===== config.mk =====
export PLATFORM = sky130hd
export DESIGN_NAME = sys_mem_arb_nx
export DESIGN_NICKNAME = d
export VERILOG_FILES = /design/src/rtl/sys_mem_arb_nx.sv
export SDC_FILE = /design/constraint.sdc
export NUM_CORES = 1
export LEC_CHECK = 0
export BUFFER_PORTS_ARGS = -buffer_cell sky130_fd_sc_hd__buf_2
export CORE_AREA = 8 8 173 175
export DETAILED_ROUTE_END_ITERATION = 10
export DIE_AREA = 0 0 181 183
export GPL_TIMING_DRIVEN = 0
export SLEW_MARGIN = 20
export SYNTH_ARGS = -nofsm -noshare
export SYNTH_HDL_FRONTEND = slang
export SYNTH_SLANG_ARGS = --single-unit

===== constraint.sdc =====
create_clock -name clk -period 4.7 [get_ports clk]
set_input_delay 0.94 -clock clk [delete_from_list [all_inputs] [get_ports clk]]
set_output_delay 0.94 -clock clk [all_outputs]
set_load 0.01 [all_outputs]

===== src/rtl/sys_mem_arb_nx.sv =====
// sys_mem_arb_nx: N-agent arbiter between Cortex engines and the system memory controller
//
// Fixed-priority or round-robin arbitration, selectable at runtime, with burst grant hold.
// Commands reach the controller combinationally in the cycle they are accepted.
// A read-tag FIFO routes in-order read data back to the agent that issued the read.
// Control and status registers sit on the local bus (LB).
//
// Optional build macro SYS_MEM_ARB_STATS_EN adds per-agent saturating grant counters at LB 0x10+i.
//
// Ports:
//   clk, rst                      clock, synchronous active-high reset
//   lb_wr_en/lb_rd_en/lb_addr/lb_wr_data        LB strobes, address and write data
//   lb_wr_valid/lb_rd_valid/lb_rd_data          LB acknowledge and read data, one cycle after the strobe
//   agent_wren/agent_rden/agent_addr/agent_wdata  per-agent requests, packed by agent index
//   agent_wait                    request not accepted this cycle
//   agent_rd_valid/agent_rdata    one-hot read return and broadcast read data
//   cntrlr_rdy                    controller can accept a command
//   cntrlr_wren/cntrlr_rden/cntrlr_addr/cntrlr_wdata  command to the controller
//   cntrlr_rd_valid/cntrlr_rdata  in-order read data from the controller
module sys_mem_arb_nx #(
    parameter int LB_DATA_W = 32,
    parameter int LB_ADDR_W = 12,
    parameter int MEM_DATA_W = 32,
    parameter int MEM_ADDR_W = 27,
    parameter int NUM_AGENTS = 4,
    parameter int BURST_LEN = 4,
    parameter int MAX_RD_OUTSTANDING = 8,
    parameter logic [LB_DATA_W-1:0] DEFAULT_DATA_VAL = 'hdeadbabe
) (
    input  logic                             clk,
    input  logic                             rst,
    input  logic                             lb_wr_en,
    input  logic                             lb_rd_en,
    input  logic [LB_ADDR_W-1:0]             lb_addr,
    input  logic [LB_DATA_W-1:0]             lb_wr_data,
    output logic                             lb_wr_valid,
    output logic                             lb_rd_valid,
    output logic [LB_DATA_W-1:0]             lb_rd_data,
    input  logic [NUM_AGENTS-1:0]            agent_wren,
    input  logic [NUM_AGENTS-1:0]            agent_rden,
    input  logic [NUM_AGENTS*MEM_ADDR_W-1:0] agent_addr,
    input  logic [NUM_AGENTS*MEM_DATA_W-1:0] agent_wdata,
    output logic [NUM_AGENTS-1:0]            agent_wait,
    output logic [NUM_AGENTS-1:0]            agent_rd_valid,
    output logic [MEM_DATA_W-1:0]            agent_rdata,
    input  logic                             cntrlr_rdy,
    output logic                             cntrlr_wren,
    output logic                             cntrlr_rden,
    output logic [MEM_ADDR_W-1:0]            cntrlr_addr,
    output logic [MEM_DATA_W-1:0]            cntrlr_wdata,
    input  logic                             cntrlr_rd_valid,
    input  logic [MEM_DATA_W-1:0]            cntrlr_rdata
);
    localparam int AW = (NUM_AGENTS > 1) ? $clog2(NUM_AGENTS) : 1;
    localparam int TW = (MAX_RD_OUTSTANDING > 1) ? $clog2(MAX_RD_OUTSTANDING) : 1;
    localparam int BW = $clog2(BURST_LEN + 1);
    localparam logic [BW-1:0] BL = BW'(BURST_LEN);
    localparam logic [AW-1:0] LAST_IDX = AW'(NUM_AGENTS - 1);

    logic                  en, mode;
    logic [NUM_AGENTS-1:0] req, grant;
    logic [AW-1:0]         last, rr_ptr, ptr_eff, rr_win, fp_win, win;
    logic [BW-1:0]         burst_cnt, burst_nxt;
    logic                  hold, drop, win_wr, win_rd, issue;
    logic [AW-1:0]         tag_mem [2**TW];
    logic [TW-1:0]         wp, rp;
    logic [TW:0]           tag_cnt;
    logic                  full, push, pop, underflow, rd_underflow;
    logic                  ctl_wr, st_wr, stat_hit;
    logic [LB_DATA_W-1:0]  stat_rd, rd_mux;

    function automatic logic [AW-1:0] inc(input logic [AW-1:0] a);
        return (a == LAST_IDX) ? '0 : a + 1'b1;
    endfunction

    assign req = agent_wren | agent_rden;

    // A burst in progress keeps the grant while its owner still requests; once the owner
    // drops out early the round-robin search restarts just after it.
    assign hold = burst_cnt != '0 && burst_cnt < BL && req[last];
    assign drop = burst_cnt != '0 && burst_cnt < BL && !req[last];
    assign ptr_eff = drop ? inc(last) : rr_ptr;

    // Both searches run from the far end so the last hit is the highest-priority one.
    always_comb begin
        int j;
        j = 0;
        fp_win = '0;
        rr_win = ptr_eff;
        for (int k = NUM_AGENTS - 1; k >= 0; k--) begin
            if (req[k]) fp_win = AW'(k);
        end
        for (int k = NUM_AGENTS - 1; k >= 0; k--) begin
            j = int'(ptr_eff) + k;
            j = (j >= NUM_AGENTS) ? j - NUM_AGENTS : j;
            if (req[j]) rr_win = AW'(j);
        end
    end

    assign win = hold ? last : (mode ? rr_win : fp_win);
    assign win_wr = agent_wren[win];
    assign win_rd = !win_wr && agent_rden[win];
    // Full is judged on the registered count, so a same-cycle pop never frees a slot for a push.
    assign full = tag_cnt == (TW+1)'(MAX_RD_OUTSTANDING);
    assign issue = !rst && en && |req && cntrlr_rdy && !(win_rd && full);
    assign grant = issue ? NUM_AGENTS'(1) << win : '0;

    assign cntrlr_wren = issue && win_wr;
    assign cntrlr_rden = issue && win_rd;
    assign cntrlr_addr = issue ? agent_addr[int'(win)*MEM_ADDR_W +: MEM_ADDR_W] : '0;
    assign cntrlr_wdata = issue ? agent_wdata[int'(win)*MEM_DATA_W +: MEM_DATA_W] : '0;
    assign agent_wait = req & ~grant;

    // A grant to the same agent past BURST_LEN starts a fresh burst rather than overflowing.
    assign burst_nxt = (burst_cnt != '0 && win == last && burst_cnt < BL) ? burst_cnt + 1'b1 : BW'(1);

    assign push = issue && win_rd;
    assign pop = cntrlr_rd_valid && tag_cnt != '0;
    assign underflow = cntrlr_rd_valid && tag_cnt == '0;

    always_ff @(posedge clk) begin
        if (rst) begin
            burst_cnt <= '0;
            last <= '0;
            rr_ptr <= '0;
            wp <= '0;
            rp <= '0;
            tag_cnt <= '0;
            agent_rd_valid <= '0;
            agent_rdata <= '0;
        end else begin
            burst_cnt <= issue ? burst_nxt : '0;
            last <= issue ? win : last;
            rr_ptr <= (issue && burst_nxt == BL) ? inc(win) : drop ? inc(last) : rr_ptr;
            wp <= wp + TW'(push);
            rp <= rp + TW'(pop);
            tag_cnt <= tag_cnt + (TW+1)'(push) - (TW+1)'(pop);
            agent_rd_valid <= pop ? NUM_AGENTS'(1) << tag_mem[rp] : '0;
            agent_rdata <= pop ? cntrlr_rdata : agent_rdata;
        end
    end

    always_ff @(posedge clk) begin
        if (push) tag_mem[wp] <= win;
    end

    assign ctl_wr = lb_wr_en && lb_addr == LB_ADDR_W'(0);
    assign st_wr = lb_wr_en && lb_addr == LB_ADDR_W'(1);

`ifdef SYS_MEM_ARB_STATS_EN
    logic [31:0]          grant_cnt [NUM_AGENTS];
    logic [LB_ADDR_W-1:0] stat_off;

    assign stat_off = lb_addr - LB_ADDR_W'(16);
    assign stat_hit = lb_addr >= LB_ADDR_W'(16) && lb_addr < LB_ADDR_W'(16 + NUM_AGENTS);
    assign stat_rd = LB_DATA_W'(grant_cnt[stat_off[AW-1:0]]);

    always_ff @(posedge clk) begin
        for (int i = 0; i < NUM_AGENTS; i++) begin
            if (rst || (lb_wr_en && stat_hit && stat_off == LB_ADDR_W'(i)))
                grant_cnt[i] <= '0;
            else if (grant[i] && grant_cnt[i] != '1)
                grant_cnt[i] <= grant_cnt[i] + 1'b1;
        end
    end
`else
    assign stat_hit = 1'b0;
    assign stat_rd = '0;
`endif

    assign rd_mux = (lb_addr == LB_ADDR_W'(0)) ? LB_DATA_W'({mode, en}) :
                    (lb_addr == LB_ADDR_W'(1)) ? LB_DATA_W'({8'(tag_cnt), 7'b0, rd_underflow}) :
                    stat_hit ? stat_rd : DEFAULT_DATA_VAL;

    always_ff @(posedge clk) begin
        if (rst) begin
            en <= 1'b1;
            mode <= 1'b1;
            rd_underflow <= 1'b0;
            lb_wr_valid <= 1'b0;
            lb_rd_valid <= 1'b0;
            lb_rd_data <= '0;
        end else begin
            en <= ctl_wr ? lb_wr_data[0] : en;
            mode <= ctl_wr ? lb_wr_data[1] : mode;
            // A new underflow in the clearing cycle keeps the flag set.
            rd_underflow <= underflow || (rd_underflow && !(st_wr && lb_wr_data[0]));
            lb_wr_valid <= lb_wr_en;
            lb_rd_valid <= lb_rd_en;
            lb_rd_data <= lb_rd_en ? rd_mux : lb_rd_data;
        end
    end
endmodule


# After elaboration in Yosys (flattened, before gate mapping)
# Memories as Yosys holds them, arrays and structs flattened. A register that Yosys moved wholly into a read port is not among the register bits.
# Cells that the tools add are included.
# totals
regBits,90
ram_bits,16
output_inout_bits,135
word_cells,134
n_memories,1
# classes
n_addsub,14
n_mul,1
order_cmp,11
n_eq_ne,6
n_shift,4
mux,45
bitwise_logic,5
n_reduce_logical,33
# memory_table
name,depth,word_bits,rd,rd_ports_with_merged_regs,wr,line_no,source
tag_mem,8,2,1,1,1,65,logic [AW-1:0] tag_mem [2**TW];
# ops
op,count
$mux W32,7
$lt A32 B4 Y1 const B,4
$shiftx A128 B8 Y32,1
$shiftx A108 B8 Y27,1
$mux W2,14
$mux W27,1
$logic_and A1 B1 Y1,20
$bmux W1 S2,7
$mux W1,13
$eq A12 B1 Y1 const B,1
$logic_not A12 Y1,1
$sub A3 B3 Y4 const B,3
$ge A3 B3 Y1 const B,3
$shl A1 B2 Y4 const A,2
$mul A2 B5 Y7 const B,1
$add A2 B2 Y3 const B,2
$add A3 B1 Y3,2
$lt A2 B3 Y1 const B,2
$mux W3,2
$logic_not A1 Y1,5
$add A2 B1 Y2 const B,2
$add A4 B1 Y4,1
$and A4 B4 Y4,1
$eq A2 B2 Y1 const B,2
19 further kinds,21

# Longest topological paths before layout
# Gate-level depths: netlist (run 1).
# depth
word_depth,28
depth_mapped,18
depth_no_buf,17

# Least setup slack after synthesis (run 1)
# OpenSTA, ideal clock, no wires.
# synth_timing
path_type,input port to output port
from,input port agent_wren[1]
to,output port agent_wait[3]
arrival_time_ps,3601
required_ps,3760
slack_ps,159
cell_stages,12
path_cell_list,nor4b_4 -> o41a_1 -> nor3_1 -> o31ai_1 -> nand3_1 -> a2bb2oi_1 -> inv_1 -> clkbuf_1 -> clkbuf_1 -> ha_1 -> inv_1 -> o21a_1
# synth_between
elab_chain_len,28
elab_cells_between_ends,58
cone_classes,7 x add/sub; 4 x order compare; 1 x shift; 32 x mux; 3 x bitwise; 11 x reduce/logical
# synth_rtl
element,line_no,source
from (decl),39,"input logic [NUM_AGENTS-1:0] agent_wren,"
$or A4 B4 Y4 *,76,assign req = agent_wren | agent_rden;
$bmux W1 S2,"80, 81",
$mux W1 (implied by the code),"80, 81",
$logic_not A1 Y1,81,assign drop = burst_cnt != '0 && burst_cnt < BL && !req[last];
$logic_and A1 B1 Y1,81,
$mux W2,--,
$add A2 B2 Y3,94,j = int'(ptr_eff) + k;
$sub A3 B3 Y4 / $ge A3 B3 Y1 (equally long branches),95,j = (j >= NUM_AGENTS) ? j - NUM_AGENTS : j;
[10 not listed],--,
named net win[1],62,"logic [AW-1:0] last, rr_ptr, ptr_eff, rr_win, fp_win, win;"
[2 not listed],--,
$logic_not A1 Y1,102,assign win_rd = !win_wr && agent_rden[win];
$logic_and A1 B1 Y1,102,
$logic_and A1 B1 Y1,105,assign issue = !rst && en && |req && cntrlr_rdy && !(win_rd && full);
$logic_not A1 Y1,105,
$logic_and A1 B1 Y1,105,
$mux W4 *,106,assign grant = issue ? NUM_AGENTS'(1) << win : '0;
$not A4 Y4 *,112,assign agent_wait = req & ~grant;
$and A4 B4 Y4 *,112,
to (decl),43,"output logic [NUM_AGENTS-1:0] agent_wait,"
# The timed path passes the listed nets; every way through them passes the cells marked *. The select of a mux whose other input is x is not followed.

# Final worst setup path (run 1)
# layout_timing
from,input port agent_wren[1]
to,output port cntrlr_wdata[19]
# layout_between
elab_chain_len,26
elab_cells_between_ends,56
cone_classes,7 x add/sub; 4 x order compare; 1 x shift; 32 x mux; 1 x bitwise; 11 x reduce/logical
# layout_rtl
element,line_no,source
"parallel branches: the longest is 25 deep, another holds $sub A3 B3 Y4",--,
$mux W32 *,111,assign cntrlr_wdata = issue ? agent_wdata[int'(win)*MEM_DATA_W +: MEM_DATA_W] : '0;
to (decl),50,"output logic [MEM_DATA_W-1:0] cntrlr_wdata,"
# Mark *: on every way between the ends. The select of a mux whose other input is x is not followed.

==> summary.txt, run 1 <==
Logic synthesis
  – Yosys top cell area share: 21.0%
  – Post-Synthesis Cells: 734
  – Synth warn: 0
  – Cell Area, Synth: 6190 um^2
  – Synthesized area per cell: 8.43 um^2
  – Main synth FF type: dfxtp_1
  – Largest area contributor in the netlist: dfxtp_1
  – Synth cell types: 67
  – Register area share after synthesis: 28.8%
  – Synth async-reset ratio: 0%
  – Count leader, synth: a211oi_1
  – Number of synthesized flops with an enable pin: 16
  – Top cells by count, synth: 123 x a211oi_1, 88 x nand2_1, 66 x mux2i_1
  – Synth area leaders: dfxtp_1 21%, a211oi_1 15%, mux2i_1 11%
  – Yosys reg bits: 81

Timing
  – Unrepaired setup endpoints after global routing: true
  – TNS Setup: -8620 ps
  – Hold WS: 451 ps
  – Slew @ Worst Pin: 773 ps
  – Clk_skew: 6.58 ps
  – Fin. Hold Viols: 0
  – Max Fclk: 0.203 GHz
  – Setup slack after layout: -237 ps
  – Final period utilization: 105%
  – Slew HR: 48.0%
  – Final min period: 4940 ps
  – Final setup vio count: 66
  – Final Slew Violations: 0

Detailed routing
  – Vias per cell: 4.78
  – Vias: 7,490
  – Routed WL: 32,400 um
  – Post-DR wirelength/cell: 20.7 um
  – Iter 0 DRT Violations: 355
  – Final ANT Viol Nets: 0
  – Drt drc: 0
  – Drt first pass iters: 4

Clocking
  – Clock Root Buffer: clkbuf_16
  – Sink Count: 81
  – CTS Buffer Depth: 2
  – CTS tree: built
  – Worst-path clk slew: 60 ps
  – H-tree levels: 3
  – CTS Buf Count: 9
  – Clk_lat worst skew: 330 ps

Final layout
  – P&R area growth vs syn: 68.8%
  – Final core occ: 38.2%
  – Layout Cells excl Fill: 1,566
  – Post-layout net count: 1,556
  – Layout fillers: 2,833
  – Layout cells sized above 1: 54.1%
  – Final instance area: 10,400 um^2

Die
  – Boundary Pins: 461
  – Row count: 61
  – Die Wd: 181 um
  – Die H: 183 um
  – Die ar.: 33,100 um^2
  – Core Area: 27,300 um^2
  – Initial cell density of the core: 22.7%

Place
  – Dpl hpwl: 27,000 um
  – Placed inst area: 8770 um^2
  – I/O Buffers: 423
  – Post-Place Worst Slack: -1160 ps
  – Gpl congestion: 0.875
  – Post-Place Cells: 1,509

Power and ir drop
  – Power share of the sequential group: 28.2%
  – Maximum VDD drop: 0.204 mV
  – Internal: 1.87 mW
  – Power per cell area: 293 nW/um^2
  – Combinational cell fraction of total power: 50.8%
  – Power share of the clock group: 21.0%
  – Sw Pwr: 1.19 mW
  – Switching part of the total: 38.9%
  – Leak pwr: 4.99 nW
  – Pwr Total: 3.06 mW

Setup path
  – Critical path's slowest cell: nor4b_4
  – Worst Path Buf+Inv: 7
  – Crit start category: input pin
  – R2R Path Start: last[0]
  – R2R Path End: tag_cnt[2]
  – CP top delay family: buffers and inverters
  – WP data required: 3760 ps
  – Crit path capture: cntrlr_wdata[19]
  – Crit path DAT: 4000 ps
  – Levels on crit path: 16
  – R2r worst-path depth: 17
  – Most frequent CP cell: buf_12
  – CP max stage delay: 420 ps
  – Crit. End Element: primary output
  – Setup slack, reg-to-reg: 80 ps
  – Critical Path Start: agent_wren[1]
  – CP Max Fanout: 10
  – CP Class: in -> out
  – Worst path cell trace: buf_8, nor4b_4, o41a_1, buf_4, nor3_4, o31ai_2, buf_4, a211oi_1, nor3_1, mux2_4, o21ai_4, buf_12, buf_12, buf_12, a211oi_4, buf_2

Global route
  – Initial antenna violation count: 9
  – Gr usage total: 18.2%
  – Routing usage on met3: 6.63%
  – Global-route wire length before repair: 47,000 um
  – Met1 usage: 18.9%
  – Global route total overflow: 0
  – Largest net degree at the start of global routing: 21
  – Met2 usage: 33.8%
  – Vias in the first global route: 7,781
  – Layer with the highest usage: met2

Outcome
  – Failing checks: setup timing
  – Status: finished with violations

Hold path
  – Hold crit path type: reg -> reg
  – Hold Path Cell Cnt: 2

Run
  – Maxcap violations: 0
-- metal layers --
| metal | wire (um) | vias up | part of all wire (%) |
|---|---|---|---|
| met5 | 62 | - | 0.19 |
| met4 | 913 | 12 | 2.8 |
| met3 | 3080 | 60 | 9.5 |
| met2 | 16300 | 369 | 50 |
| met1 | 12000 | 3424 | 37 |
| li1 | - | 3625 | - |
-- flip-flops by register name, indices dropped and copies added (netlist names), 2 cells and up --
name            cells
agent_rdata        32
tag_mem            16
lb_rd_data          7
agent_rd_valid      4
tag_cnt             4
burst_cnt           3
rp                  3
wp                  3
last                2
rr_ptr              2
-- placed cells by master, fill, tap and decap left out, drive strengths merged, types with 4 or more instances in the layout --
master and instances:
or3 7, a211oi 124, mux4 4, nor4 9, nand3 14, nor3 12
mux2i 66, dfxtp 65, xnor2 5, buf 511, nand2 88, a21oi 40
conb 7, and2 62, a311oi 6, or2 4, inv 16, nor2 23
nand2b 6, edfxtp 16, ha 17, nor2b 10, clkbuf 45, nor4b 5
-- worst min-delay path, cell delays in order (launching register included) --
cell	delay (ps)
dfxtp_1	300
nand2_1	50
a21oi_1	50
-- logic make-up (layout without fill, tap and decap cells) --
group / Yosys count / in the layout / share of synthesized area (%)
AO/OA/AOI/OAI: 203 / 203 / 23.8
adder cells (fa/ha/maj): 18 / 18 / 3.76
other: 1 / 10 / 0.0606
multiplexers: 73 / 73 / 12.7
XOR/XNOR: 5 / 5 / 0.707
buffers and inverters: 101 / 578 / 7.90
flip-flops: 81 / 81 / 28.8
AND/OR/NAND/NOR: 252 / 252 / 22.3
-- layout make-up --
cell class                 instances  area, um^2  share of cell area (%)
buffer                            83         658                    6.30
clock inverter                     4        28.8                   0.275
inverter                          17        71.3                   0.683
tap                              346         433                    4.14
antenna                            3        7.51                  0.0719
clock buffer                      12         246                    2.36
sequential                        81        1780                    17.1
multi-input combinational        558        4610                    44.1
timing repair buffer             462        2610                    25.0
-- worst min path at each step --
stage / endpoint / startpoint
2_1_floorplan: burst_cnt[0] / burst_cnt[0]
3_3_place_gp: agent_rdata[21] / agent_rdata[21]
3_5_place_dp: agent_rdata[26] / agent_rdata[26]
4_1_cts: agent_rdata[26] / agent_rdata[26]
5_1_grt: agent_rdata[6] / agent_rdata[6]
6_report: agent_rdata[26] / agent_rdata[26]
-- what timing repair did --
| action | in CTS | in global routing |
|---|---|---|
| gates resized for setup | 164 | 97 |
| endpoints found under the setup margin | 67 | 68 |
| cloned | 1 | 2 |
| hold buffers | 0 | 0 |
| hold endpoints to repair | 0 | 0 |
| pin swaps | 20 | 25 |
| buffers inserted | 15 | 21 |
-- power by group through the flow --
stage | registers (mW) | clock network, mW | logic [mW]
6_report | 0.863 | 0.644 | 1.56
3_5_place_dp | 0.879 | 0 | 1.29
5_1_grt | 0.876 | 0.689 | 1.70
3_3_place_gp | 0.876 | 0 | 1.28
4_1_cts | 0.864 | 0.661 | 1.46
2_1_floorplan | 0.896 | 0 | 0.755
No activity file was read; power rests on OpenSTA's default activity.
==> run 2: changes to the inputs <==
==> constraint.sdc (replaced) <==
create_clock -name clk -period 4.7 [get_ports clk]
set_input_delay 0.235 -clock clk [delete_from_list [all_inputs] [get_ports clk]]
set_output_delay 0.235 -clock clk [all_outputs]
set_load 0.01 [all_outputs]
==> run 2 against run 1 <==
The flow now finishes without violations; clock power barely moved; hold slack got worse by 320 ps; largest cell class unchanged; first-iteration DRC count fell by 9.9%; largest power group unchanged; design area fell by 13%; critical endpoint unchanged.
==> summary.txt, run 2 (synthesis gave the netlist of run 1 again) <==
Detailed routing
  – Routed WL: 30,900 um (was 32,400 um)
  – Drt first pass iters: 5 (was 4)
  – Drt drc: 0 (unchanged)
  – Iter 0 DRT Violations: 320 (was 355)
  – Final ANT Viol Nets: 0 (unchanged)
  – Vias: 7,249 (was 7,490)
  – Vias per cell: 4.74 (was 4.78)
  – Post-DR wirelength/cell: 20.2 um (was 20.7 um)

Final layout
  – Biggest register: agent_rdata (unchanged)
  – P&R area growth vs syn: 47.3% (was 68.8%)
  – Post-layout net count: 1,519 (was 1,556)
  – Most frequent cells in the layout: 436 x buf_2, 119 x a211oi_1, 88 x nand2_1, 66 x mux2i_1, 65 x dfxtp_1 (was 411 x buf_2, 87 x nand2_1, 69 x buf_4)
  – Layout cells sized above 1: 43.8% (was 54.1%)
  – Number of flip-flops under the largest register name: 32 (unchanged)
  – Regs by FF count: agent_rdata: 32 flops, tag_mem: 16 flops, lb_rd_data: 7 flops (unchanged)
  – Commonest non-fill, non-tap cell in the layout: buf_2 (unchanged)

Setup path
  – R2r worst-path depth: 16 (was 17)
  – Most frequent CP cell: buf_2 (was buf_12)
  – R2R Path Start: last[0] (unchanged)
  – WP data required: 4470 ps (was 3760 ps)
  – CP Class: reg -> out (was in -> out)
  – CP Max Fanout: 10 (unchanged)
  – Crit. End Element: primary output (unchanged)
  – R2R Path End: tag_cnt[2] (unchanged)
  – Worst path cell trace: clkbuf_4, nor4b_4, o41a_1, o22ai_1, nor4bb_1, a211oi_2, a21oi_4, mux2_4, o21ai_2, buf_2, buf_2, a211oi_1, buf_2 (was buf_8, nor4b_4, o41a_1, buf_4, nor3_4, o31ai_2, buf_4, a211oi_1, nor3_1, mux2_4, o21ai_4, buf_12, buf_12, buf_12, a211oi_4, buf_2)
  – CP max stage delay: 410 ps (was 420 ps)
  – Setup slack, reg-to-reg: 260 ps (was 80 ps)
  – Worst Path Buf+Inv: 4 (was 7)
  – Crit path DAT: 4210 ps (was 4000 ps)
  – Crit start category: register (was input pin)
  – CP top delay family: compound AO/OA/AOI/OAI gates (was buffers and inverters)
  – Critical path's slowest cell: nor4b_4 (unchanged)

Hold path
  – Hold crit path type: in -> reg (was reg -> reg)
  – Hold Path Sink: mode (was agent_rdata[26])
  – Hold Path Cell Cnt: 3 (was 2)
  – Hold Crit Start: lb_wr_data[1] (was agent_rdata[26])

Global route
  – Global route total overflow: 0 (unchanged)
  – Global-route wire length before repair: 45,400 um (was 47,000 um)
  – Largest net degree at the start of global routing: 21 (unchanged)
  – Met2 usage: 31.9% (was 33.8%)
  – Met1 usage: 18.3% (was 18.9%)
  – Layer with the highest usage: met2 (unchanged)
  – Gr usage total: 17.6% (was 18.2%)
  – Initial antenna violation count: 10 (was 9)
  – Routing usage on met3: 6.91% (was 6.63%)
  – Vias in the first global route: 7,468 (was 7,781)

Place
  – I/O Buffers: 423 (unchanged)
  – Gpl congestion: 0.875 (unchanged)
  – Dpl hpwl: 27,000 um (unchanged)

Outcome
  – Status: completed (was finished with violations)

Power and ir drop
  – Pwr Total: 2.79 mW (was 3.06 mW)
  – Power per cell area: 306 nW/um^2 (was 293 nW/um^2)
  – Maximum VDD drop: 0.199 mV (was 0.204 mV)
  – Leak pwr: 4.45 nW (was 4.99 nW)

Timing
  – Final Slew Violations: 0 (unchanged)
  – Clk_skew: 6.25 ps (was 6.58 ps)
  – Slew HR: 48.3% (was 48.0%)
  – Fin. Hold Viols: 0 (unchanged)
  – Final period utilization: 94.7% (was 105%)
  – Hold WS: 129 ps (was 451 ps)
  – Final setup vio count: 0 (was 66)
  – Final min period: 4450 ps (was 4940 ps)
  – Max Fclk: 0.225 GHz (was 0.203 GHz)
  – Slew @ Worst Pin: 768 ps (was 773 ps)

Die
  – Die Wd: 181 um (unchanged)
  – Die H: 183 um (unchanged)
  – Boundary Pins: 461 (unchanged)
  – Core Area: 27,300 um^2 (unchanged)
  – Row count: 61 (unchanged)
  – Initial cell density of the core: 22.7% (unchanged)
  – Die ar.: 33,100 um^2 (unchanged)

Clocking
  – H-tree levels: 3 (unchanged)
  – Sink Count: 81 (unchanged)
  – Worst-path clk slew: 60 ps (about the same)
  – Clk_lat worst skew: 330 ps (about the same)
  – Clock Root Buffer: clkbuf_16 (unchanged)
  – CTS tree: built (unchanged)
  – CTS Buf Count: 9 (unchanged)
  – CTS Buffer Depth: 2 (unchanged)

Run
  – Maxcap violations: 0 (unchanged)
## run 2: changes by cell type in the layout (fill, tap and decap cells not counted), sizes merged
cell,before,now
clkbuf,45,55
buf,511,465
bufbuf,1,0
clkinvlp,2,3
clkinv,3,2
## run 2: final cells by class
cell class,instances,area (um^2)
Antenna cell,3,7.51
Fill cell,2936,18200
Timing Repair Buffer,424,2120
Inverter,17,67.6
Tap cell,346,433
Sequential cell,81,1780
Buffer,84,439
Clock inverter,4,28.8
Multi-Input combinational cell,558,3990
Clock buffer,12,246
## run 2: through the flow
step                      cell area [um^2]  setup slack, ps  std cells  util [%]  setup TNS, ps
after detailed placement              8770             71.8       1509      32.1              0
final                                 9110              251       1529      33.4              0
after global routing                  9110            -16.8       1528      33.4          -16.8
after floorplan                       6210              740        740         -              0
after global placement                8760             55.1       1509      32.1              0
after CTS                             9060             34.4       1525      33.1              0
## run 2: timing repair
action | 4_1_cts | 5_1_grt
hold buffers | 0 | 0
pin swaps | 0 | 2
gates resized for setup | 6 | 19
setup endpoints to repair | 11 | 46
setup buffers | 0 | 1
## run 2: worst max path at each step
| stage | startpoint | endpoint | slack [ps] | depth (start not counted) |
|---|---|---|---|---|
| after floorplan | last[0] | tag_cnt[2] | 740 | 16 |
| after global routing | burst_cnt[0] | agent_wait[3] | -20 | 15 |
| after global placement | last[0] | agent_wait[3] | 60 | 14 |
| after CTS | last[0] | cntrlr_addr[7] | 30 | 12 |
| after detailed placement | last[0] | rr_ptr[1] | 70 | 14 |
| final | last[0] | cntrlr_wdata[19] | 250 | 13 |
## run 2: worst min-delay path, cell delays in order
cell and delay (ps):
buf_2 80, mux2i_1 50, nand2_1 60
## run 2: power breakdown
group / total, mW / switching [mW] / internal (mW)
clock: 0.643 / 0.269 / 0.373
combinational: 1.29 / 0.747 / 0.540
sequential: 0.862 / 0.0608 / 0.802
## run 2: routing by layer
metal	routed length, um	share of wire, %
met1	11800	38
met2	15200	49
met3	2950	9.5
met4	977	3.2
met5	75	0.24
==> run 3: changes to the inputs <==
Settings changed: CELL_PAD_IN_SITES_DETAIL_PLACEMENT set to 0, CELL_PAD_IN_SITES_GLOBAL_PLACEMENT set to 1, CORE_AREA 8 8 173 175 to 8 8 172 174, DIE_AREA 0 0 181 183 to 0 0 180 182, PLACE_DENSITY_LB_ADDON set to 0.1.
==> run 3 against run 2 <==
Setup slack got worse by 3.1 ps; register-to-register slack about the same; combinational power about the same; global-route usage increased by 0.067 points; non-clock buffer count increased by 1; clock power increased by 16%; first-iteration DRC count decreased by 47%; sequential share of layout area decreased by 0.15 points; maximum frequency about the same; critical path type is now reg -> reg; critical endpoint is now tag_cnt[2]; final cell count decreased by 0.33%; critical path depth increased by 4; die area decreased by 1.1%.
==> summary.txt, run 3 (synthesis gave the netlist of run 1 again) <==
Die
  – Die Wd: 180 um (was 181 um)
  – Die ar.: 32,800 um^2 (was 33,100 um^2)
  – Initial cell density of the core: 23.2% (was 22.7%)
  – Die H: 182 um (was 183 um)
  – Core Area: 26,700 um^2 (was 27,300 um^2)
  – Boundary Pins: 461 (unchanged)
  – Row count: 60 (was 61)

Final layout
  – Final instance area: 9190 um^2 (was 9110 um^2)
  – Biggest register: agent_rdata (unchanged)
  – Layout Cells excl Fill: 1,524 (was 1,529)
  – Regs by FF count: agent_rdata: 32 flops, tag_mem: 16 flops, lb_rd_data: 7 flops (unchanged)
  – Most frequent cells in the layout: 436 x buf_2, 123 x a211oi_1, 88 x nand2_1, 66 x mux2i_1, 65 x dfxtp_1 (was 436 x buf_2, 119 x a211oi_1, 88 x nand2_1, 66 x mux2i_1, 65 x dfxtp_1)
  – Post-layout net count: 1,520 (was 1,519)
  – Layout fillers: 2,945 (was 2,936)
  – Layout cells sized above 1: 43.4% (was 43.8%)
  – Commonest non-fill, non-tap cell in the layout: buf_2 (unchanged)
  – Final core occ: 34.5% (was 33.4%)
  – Number of flip-flops under the largest register name: 32 (unchanged)
  – P&R area growth vs syn: 48.4% (was 47.3%)

Power and ir drop
  – Maximum VDD drop: 0.152 mV (was 0.199 mV)
  – Power per cell area: 313 nW/um^2 (was 306 nW/um^2)
  – Leak pwr: 4.48 nW (was 4.45 nW)

Place
  – I/O Buffers: 423 (unchanged)
  – Dpl hpwl: 26,200 um (was 27,000 um)
  – Post-Place Cells: 1,504 (was 1,509)
  – Gpl congestion: 0.830 (was 0.875)
  – Post-Place Worst Slack: -206 ps (was 71.8 ps)
  – Placed inst area: 8760 um^2 (was 8770 um^2)

Setup path
  – Crit start category: register (unchanged)
  – CP top delay family: simple AND/OR/NAND/NOR gates (was compound AO/OA/AOI/OAI gates)
  – Levels on crit path: 17 (was 13)
  – CP max stage delay: 460 ps (was 410 ps)
  – WP data required: 4900 ps (was 4470 ps)
  – Crit. End Element: register (was primary output)
  – CP Max Fanout: 10 (unchanged)
  – Setup slack, reg-to-reg: 250 ps (was 260 ps)
  – Critical path's slowest cell: nor4b_4 (unchanged)
  – CP Class: reg -> reg (was reg -> out)
  – Worst Path Buf+Inv: 4 (unchanged)
  – R2r worst-path depth: 17 (was 16)
  – Crit path DAT: 4650 ps (was 4210 ps)
  – R2R Path Start: last[1] (was last[0])
  – Worst path cell trace: buf_2, nor4b_4, o41a_1, o22ai_1, nor4bb_1, a211oi_2, buf_4, a21oi_4, mux2_4, or3_1, buf_2, ha_1, inv_1, ha_1, fa_1, xnor2_1, nor2_1 (was clkbuf_4, nor4b_4, o41a_1, o22ai_1, nor4bb_1, a211oi_2, a21oi_4, mux2_4, o21ai_2, buf_2, buf_2, a211oi_1, buf_2)
  – R2R Path End: tag_cnt[2] (unchanged)

Timing
  – Max Fclk: 0.225 GHz (about the same)
  – Slew HR: 54.9% (was 48.3%)
  – Hold WS: 122 ps (was 129 ps)
  – Final min period: 4450 ps (about the same)
  – Fin. Hold Viols: 0 (unchanged)
  – Final Slew Violations: 0 (unchanged)
  – Final setup vio count: 0 (unchanged)
  – Clk_skew: 4.67 ps (was 6.25 ps)
  – Setup slack after layout: 248 ps (was 251 ps)
  – Final period utilization: 94.7% (about the same)
  – Slew @ Worst Pin: 671 ps (was 768 ps)

Detailed routing
  – Met3 WL: 2440 um (was 2950 um)
  – Highest metal used: met5 (unchanged)
  – Vias: 7,053 (was 7,249)
  – Post-DR wirelength/cell: 20.1 um (was 20.2 um)
  – Met1 Wirelength: 11,800 um (about the same)
  – Final ANT Viol Nets: 0 (unchanged)
  – Vias per cell: 4.63 (was 4.74)
  – Drt drc: 0 (unchanged)
  – Drt first pass iters: 4 (was 5)
  – Routed WL: 30,600 um (was 30,900 um)
  – Metal2 WL: 15,700 um (was 15,200 um)
  – Iter 0 DRT Violations: 169 (was 320)

Hold path
  – Hold Path Cell Cnt: 3 (unchanged)
  – Hold Path Sink: mode (unchanged)
  – Hold Crit Start: lb_wr_data[1] (unchanged)
  – Hold crit path type: in -> reg (unchanged)

Clocking
  – CTS Buf Count: 9 (unchanged)
  – Sink Count: 81 (unchanged)
  – CTS tree: built (unchanged)
  – Worst-path clk slew: 60 ps (about the same)
  – Clock Root Buffer: clkbuf_16 (unchanged)
  – H-tree levels: 3 (unchanged)
  – CTS Buffer Depth: 2 (unchanged)
  – Clk_lat worst skew: 330 ps (about the same)

Global route
  – Global-route wire length before repair: 45,300 um (was 45,400 um)
  – Global route total overflow: 0 (unchanged)
  – Largest net degree at the start of global routing: 29 (was 21)
  – Initial antenna violation count: 18 (was 10)
  – Gr usage total: 17.7% (was 17.6%)
  – Vias in the first global route: 7,398 (was 7,468)

Outcome
  – Status: completed (unchanged)

Run
  – Maxcap violations: 0 (unchanged)
==> run 3: cell count changes in the layout (fill, tap and decap cells not counted), moves of 2 or more <==
| cell | previous run | this run |
|---|---|---|
| clkbuf_1 | 36 | 41 |
| clkinvlp_4 | 3 | 1 |
| clkbuf_2 | 8 | 1 |
| a211oi_2 | 5 | 1 |
| buf_4 | 26 | 28 |
| a211oi_1 | 119 | 123 |
==> run 3: what timing repair did <==
item	4_1_cts	5_1_grt
setup endpoints to repair	66	67
hold buffers	0	0
pin swaps	0	2
gates cloned	0	0
gates resized for setup	6	8
setup buffers	0	4
==> run 3: how the worst max path moves through the flow <==
stage                       start          endpoint  slack [ps]
final                     last[1]        tag_cnt[2]         250
after global routing      last[1]        tag_cnt[2]          -7
after CTS                 last[0]  cntrlr_wdata[22]         0.6
after detailed placement  last[0]     agent_wait[3]        -210
after global placement    last[0]         rr_ptr[1]        -240
after floorplan           last[0]        tag_cnt[2]         740
==> run 3: final cells by class <==
cell class | instances | area [um^2] | share of cell area [%]
Clock buffer | 13 | 282 | 3.06
Inverter | 17 | 70.1 | 0.763
Tap cell | 341 | 427 | 4.64
Clock inverter | 3 | 43.8 | 0.477
Buffer | 82 | 423 | 4.60
Multi-Input combinational cell | 558 | 4000 | 43.5
Antenna cell | 2 | 5.00 | 0.0545
Timing Repair Buffer | 427 | 2160 | 23.5
Sequential cell | 81 | 1780 | 19.4
==> run 3: power by group <==
group,internal [mW],switching [mW]
registers,0.801,0.0591
clock network,0.474,0.270
logic,0.544,0.726
==> run 3: through the flow <==
stage          power, mW  setup TNS (ps)
2_1_floorplan       1.65               0
3_3_place_gp        2.15            -604
3_5_place_dp        2.16            -535
4_1_cts             2.92               0
5_1_grt             3.08           -6.81
6_report            2.88               0
==> run 3: worst min-delay path, stage by stage <==
cell,delay [ps]
buf_2,80
mux2i_1,50
nand2_1,50
==> run 3: layer usage <==
metal / vias up / GRT usage, %
met1: 3156 / 18.3
met3: 52 / 6.83
met5: - / 0
li1: 3570 / -
met4: 30 / 4.27
met2: 245 / 33.0
